--- src/rtl/back_substitution.sv ---
// Upper-triangular solver U*x = b in signed Q11.13, rows K-1 down to 0.
// U comes from a one-cycle-latency BRAM; x streams out as write strobes.
module back_substitution #(
    parameter int DW   = 24,
    parameter int FRAC = 13,
    parameter int NMAX = 16
) (
    input  logic            clk,
    input  logic            rst_n,
    input  logic            start_bsub,
    input  logic [4:0]      K_final,
    input  logic [3:0]      b_idx_in,
    input  logic [DW-1:0]   b_val_in,
    input  logic            b_we_in,
    output logic [5:0]      u_addr,
    input  logic [4*DW-1:0] u_rdata,
    output logic [3:0]      x_idx,
    output logic [DW-1:0]   x_val,
    output logic            x_we,
    output logic            done_bsub
);

    // state    | meaning
    // IDLE     | accept b writes, wait for start
    // ROW_INIT | acc = b[i] << FRAC, j = i+1
    // RD       | issue U[i][j] read, or move on to the diagonal
    // WAIT     | BRAM latency
    // MAC      | acc -= U[i][j] * x[j]
    // DIAG     | issue U[i][i] read
    // WAIT2    | BRAM latency
    // DLAT     | latch divisor, load divider (d = 0 skips to WRITE)
    // DIV      | restoring divide, one quotient bit per cycle
    // WRITE    | x[i] emitted and stored
    // DONE     | done pulse
    typedef enum logic [3:0] {
        S_IDLE, S_ROW_INIT, S_RD, S_WAIT, S_MAC, S_DIAG,
        S_WAIT2, S_DLAT, S_DIV, S_WRITE, S_DONE
    } state_t;

    localparam int AW = 2*DW + 4;
    localparam logic [AW-1:0] POS_LIM = {{(AW-DW+1){1'b0}}, {(DW-1){1'b1}}};
    localparam logic [AW-1:0] NEG_LIM = {{(AW-DW){1'b0}}, 1'b1, {(DW-1){1'b0}}};
    localparam logic [DW-1:0] SAT_POS = {1'b0, {(DW-1){1'b1}}};
    localparam logic [DW-1:0] SAT_NEG = {1'b1, {(DW-1){1'b0}}};

    state_t state, next_state;

    logic [4:0]             k_lat, j, k_eff;
    logic [3:0]             i;
    logic signed [AW-1:0]   acc;
    logic [AW-1:0]          quo;
    logic [DW-1:0]          rem, dvs, q_sat, x_next;
    logic [DW:0]            rem_sh;
    logic                   ge, q_neg;
    logic [5:0]             div_cnt;
    logic signed [DW-1:0]   b_mem [NMAX];
    logic signed [DW-1:0]   x_mem [NMAX];
    logic signed [DW-1:0]   lane;
    logic signed [2*DW-1:0] prod;

    assign k_eff  = (K_final > 5'(NMAX)) ? 5'(NMAX) : K_final;
    assign lane   = u_rdata[DW*int'(i[1:0]) +: DW];
    assign prod   = lane * x_mem[j[3:0]];
    assign rem_sh = {rem, quo[AW-1]};
    assign ge     = (rem_sh >= {1'b0, dvs});

    // quo holds |acc/d|; sign is reapplied while clamping to DW bits
    always_comb begin
        q_sat = quo[DW-1:0];
        if (q_neg)
            q_sat = (quo > NEG_LIM) ? SAT_NEG : DW'(-quo);
        else if (quo > POS_LIM)
            q_sat = SAT_POS;
        x_next = (state == S_DIV) ? q_sat : '0;
    end

    always_ff @(posedge clk or posedge rst_n) begin
        if (rst_n) state <= S_IDLE;
        else       state <= next_state;
    end

    always_comb begin
        next_state = state;
        case (state)
            S_IDLE:     if (start_bsub) next_state = (K_final == 5'd0) ? S_DONE : S_ROW_INIT;
            S_ROW_INIT: next_state = S_RD;
            S_RD:       next_state = (j < k_lat) ? S_WAIT : S_DIAG;
            S_WAIT:     next_state = S_MAC;
            S_MAC:      next_state = S_RD;
            S_DIAG:     next_state = S_WAIT2;
            S_WAIT2:    next_state = S_DLAT;
            S_DLAT:     next_state = (lane == '0) ? S_WRITE : S_DIV;
            S_DIV:      if (div_cnt == 6'd0) next_state = S_WRITE;
            S_WRITE:    next_state = (i == 4'd0) ? S_DONE : S_ROW_INIT;
            S_DONE:     next_state = S_IDLE;
            default:    next_state = S_IDLE;
        endcase
    end

    always_ff @(posedge clk or posedge rst_n) begin
        if (rst_n) begin
            k_lat     <= '0;
            j         <= '0;
            i         <= '0;
            acc       <= '0;
            quo       <= '0;
            rem       <= '0;
            dvs       <= '0;
            q_neg     <= 1'b0;
            div_cnt   <= '0;
            u_addr    <= '0;
            x_idx     <= '0;
            x_val     <= '0;
            x_we      <= 1'b0;
            done_bsub <= 1'b0;
            for (int n = 0; n < NMAX; n++) begin
                b_mem[n] <= '0;
                x_mem[n] <= '0;
            end
        end else begin
            x_we      <= (next_state == S_WRITE);
            done_bsub <= (next_state == S_DONE);
            if (next_state == S_WRITE) begin
                x_idx    <= i;
                x_val    <= x_next;
                x_mem[i] <= x_next;
            end
            case (state)
                S_IDLE: begin
                    if (b_we_in) b_mem[b_idx_in] <= b_val_in;
                    if (start_bsub) begin
                        k_lat <= k_eff;
                        i     <= 4'(k_eff - 5'd1);
                    end
                end
                S_ROW_INIT: begin
                    acc <= {{(AW-DW-FRAC){b_mem[i][DW-1]}}, b_mem[i], {FRAC{1'b0}}};
                    j   <= {1'b0, i} + 5'd1;
                end
                S_RD:   if (j < k_lat) u_addr <= {j[3:0], i[3:2]};
                S_MAC: begin
                    acc <= acc - {{(AW-2*DW){prod[2*DW-1]}}, prod};
                    j   <= j + 5'd1;
                end
                S_DIAG: u_addr <= {i, i[3:2]};
                S_DLAT: begin
                    dvs     <= lane[DW-1] ? DW'(-lane) : DW'(lane);
                    quo     <= acc[AW-1] ? AW'(-acc) : AW'(acc);
                    rem     <= '0;
                    q_neg   <= acc[AW-1] ^ lane[DW-1];
                    div_cnt <= 6'(AW);
                end
                S_DIV: begin
                    if (div_cnt != 6'd0) begin
                        quo     <= {quo[AW-2:0], ge};
                        rem     <= ge ? DW'(rem_sh - {1'b0, dvs}) : DW'(rem_sh);
                        div_cnt <= div_cnt - 6'd1;
                    end
                end
                S_WRITE: if (i != 4'd0) i <= i - 4'd1;
                default: ;
            endcase
        end
    end

endmodule

--- config.mk ---
export PLATFORM = sky130hd
export DESIGN_NAME = back_substitution
export DESIGN_NICKNAME = d
export VERILOG_FILES = /design/src/rtl/back_substitution.sv
export SDC_FILE = /design/constraint.sdc
export NUM_CORES = 2
export LEC_CHECK = 0
export ABC_AREA = 0
export CORE_ASPECT_RATIO = 0.75
export CORE_MARGIN = 2
export CORE_UTILIZATION = 39
export CTS_CLUSTER_SIZE = 24
export DETAILED_ROUTE_END_ITERATION = 16
export PLACE_DENSITY = 0.57
export SLEW_MARGIN = 20
export SYNTH_ARGS = -nofsm -noshare
export SYNTH_HDL_FRONTEND = slang
export SYNTH_SLANG_ARGS = --single-unit
--- constraint.sdc ---
create_clock -name clk -period 29.3 [get_ports clk]
set_input_delay 4.395 -clock clk [delete_from_list [all_inputs] [get_ports clk]]
set_output_delay 4.395 -clock clk [all_outputs]
set_load 0.01 [all_outputs]
==> results.txt <==
outcome: finished with violations
failing checks: design-rule violations
Max Fanout on Critical Path: 24
synthesized area: 69,900 µm²
FF-to-FF Start: j[1]
Netlist cell types: 71
Critical Path Start: u_rdata[71]
Reg clk slew, reported paths: 0.06 ns
Tcrit/Tclk final: 0.507
reg2reg setup slack: 16.02 ns
syn_nets: 7,689
worst-margin pin slew: 1.22 ns
CTS Sinks: 981
Synth top area share: 0.351
Rows: 134
Total GRT Usage: 0.222
max-slew violations: 0
Worst Setup EP: acc[49]
Yosys reg bits: 981
post-synthesis sequential area ratio: 0.351
crit end category: flop
Die ar.: 183,000 µm²
kind of critical path: in -> reg
Max-slew headroom: 0.181
skew final: 0.0412 ns
Initial Utilization: 0.393
CP dominant cell by count: fa_1
drc violations: 12
share of layout cells above drive strength 1: 0.156
Hold Buf Count CTS: 0
CP startpoint kind: input port
Primary FF master, synth: dfrtp_1
required time worst endpoint: 29.89 ns
DIE HEIGHT: 371 µm
core area: 178,000 µm²
setup tns final: 0 ns
area occupied by multi-input gates: 41,500 µm²
Cells after DPL: 8,979
Hold Crit Class: reg -> reg
Final Hold Viols: 0
final wirelength: 199,000 µm
non-filler instance count after layout: 9,158
startpoint of the worst hold path: k_lat[3]
number of synthesized flops with an enable pin: 0
largest area contributor in the netlist: dfrtp_1
TritonRoute pass-1 iters: 11
CTS tree: done
cell depth of the worst flop-to-flop path: 38
Detailed Route Iter0 Violations: 4,002
Cell Area, Placed: 74,300 µm²
Avg Vias per Cell: 5.43
fin crit period: 14.87 ns
RSZ-0062 raised after global routing: false
CTS max path bufs: 3
largest cells by area after synthesis: dfrtp_1 35%, fa_1 17%, mux4_2 7.3%
Fillers: 16,818
Critical Path Max Stage Delay: 0.92 ns
latest clock arrival within the worst-skew pair: 0.73 ns
WL/cell: 21.7 µm
Final GP Congestion: 0.900
hpwl dp: 141,000 µm
DRT antenna net count: 0
largest net degree at the start of global routing: 180
Nets: 7,658
Port Buffers: 168
Vias: 49,728
post-layout util: 0.436
initial antenna violation count: 10
# Max-Cap Violations: 0
area grow syn2layout: 11.1%
post-route design area: 77,700 µm²
final setup violation count: 0
global route overflow: 0
CTS root buffer: clkbuf_16
total CTS buffers: 98
yosys warns: 0
ys async rst share: 1.00
Boundary Pins: 169
Resize count post-CTS: 0
gate count of the mapped netlist: 6,732
H-tree depth: 3
f_max: 67.3 MHz
vias in the first global route: 50,974
Arr. time, crit path: 15.46 ns
first-pass GRT wire length: 314,000 µm
Post-Synthesis Mean Instance Area: 10.4 µm²
buffers inserted during post-CTS setup optimization: 0
die width: 493 µm
worst r2r dst: acc[49]
sequential cell area: 24,600 µm²
slowest cell on the critical path: fa_1
cells in the final DEF, fill, tap and decap left out, types with 32 or more instances in the layout:
cell             Yosys  routed
dfrtp_1            981     974
nand2_1            949     936
inv_1              696     694
fa_1               609     609
o21ai_0            619     604
mux2_2             427     427
nor2_1             419     408
mux4_2             228     228
a21oi_1            227     225
ha_1               215     215
clkdlybuf4s50_1      0     168
xnor2_1            131     131
buf_4                0     120
clkbuf_16            0     100
mux2i_1             74      74
and2_1              69      68
nand3_1             64      58
xor2_1              58      58
a21o_1              41      41
nor3_1              44      38
a31oi_1             37      37
or2_2               35      35
nand2b_1            34      34
o21a_1              32      32
through the flow:
| step | hold WS, ns | setup WS (ns) |
|---|---|---|
| finish | 0.474 | 14.43 |
| global route | 0.497 | 13.74 |
| CTS | 0.478 | 14.50 |
| detailed placement | 0.465 | 13.78 |
| global placement | 0.456 | 14.03 |
| floorplan | 0.443 | 11.39 |
sequential cells by signal, indices dropped and copies added (netlist names):
signal,count
x_we,1
div_cnt,6
q_neg,1
quo,52
state,4
rem,24
j,5
i,4
done_bsub,1
x_idx,4
k_lat,5
acc,52
x_mem,384
x_val,24
b_mem,384
dvs,24
u_addr,6
kinds of logic (layout without fill, tap and decap cells):
kind of cell,count (synthesis),after routing,synth area share
mux,729,729,0.153
buf+inv,1122,1165,0.0603
flops,981,981,0.351
other cells,0,3,0
compound gates,1139,1139,0.0922
fa+ha+maj,824,824,0.213
xor+xnor,189,189,0.0237
simple gates,1748,1748,0.107
synthesized netlist by cell type, types with 8 or more instances:
cell / n
nand2_1: 949
fa_1: 609
and2_1: 69
nor2b_1: 18
dfrtp_1: 981
mux2_2: 427
or4_1: 12
nor2_1: 419
nand2b_1: 34
and3_1: 17
o21ai_1: 12
o21ai_0: 619
inv_1: 696
o31ai_1: 21
clkbuf_1: 392
xnor2_1: 131
o21bai_1: 17
ha_1: 215
xor2_1: 58
nor4_1: 19
nand4_1: 14
o211ai_1: 24
buf_1: 31
a21oi_1: 227
nor3_1: 44
mux2i_1: 74
a31oi_1: 37
a211oi_1: 23
nand3_1: 64
a21o_1: 41
mux4_2: 228
o21a_1: 32
o221ai_1: 8
o22ai_1: 13
or2_2: 35
or3_1: 25
worst min-delay path by stage:
stage / to / slack [ns] / cells past startpoint
5_1_grt: dvs[22] / 0.50 / 2
3_3_place_gp: x_mem[358] / 0.46 / 2
4_1_cts: x_mem[117] / 0.48 / 2
6_report: k_lat[3] / 0.47 / 1
3_5_place_dp: x_mem[118] / 0.47 / 2
2_1_floorplan: dvs[23] / 0.44 / 2
metal layers:
layer | vias to the layer above | share of wire | global-route usage | routed length, µm
met3 | 269 | 0.070 | 0.0439 | 13900
met2 | 1483 | 0.43 | 0.329 | 86100
met4 | 12 | 0.023 | 0.0503 | 4510
met1 | 25591 | 0.47 | 0.334 | 94400
li1 | 22373 | - | - | -
met5 | - | 0.00039 | 0 | 77
area by class of cell:
class / count / area share
Multi-Input combinational cell: 4629 / 0.534
Sequential cell: 981 / 0.316
Tap cell: 2380 / 0.0383
Clock buffer: 140 / 0.0372
Timing Repair Buffer: 295 / 0.0349
Inverter: 696 / 0.0337
Clock inverter: 34 / 0.00540
Antenna cell: 3 / 0.0000967
worst max-delay path: cells and delay by family:
family / cells / cell delay, ns
adder cells (fa/ha/maj): 9 / 4.78
AO/OA/AOI/OAI: 13 / 3.23
buffers and inverters: 7 / 1.48
AND/OR/NAND/NOR: 6 / 1.24
multiplexers: 1 / 0.29
Power is not shown: default switching activity piles up to over one toggle a cycle in this logic, so the estimate is an artifact.
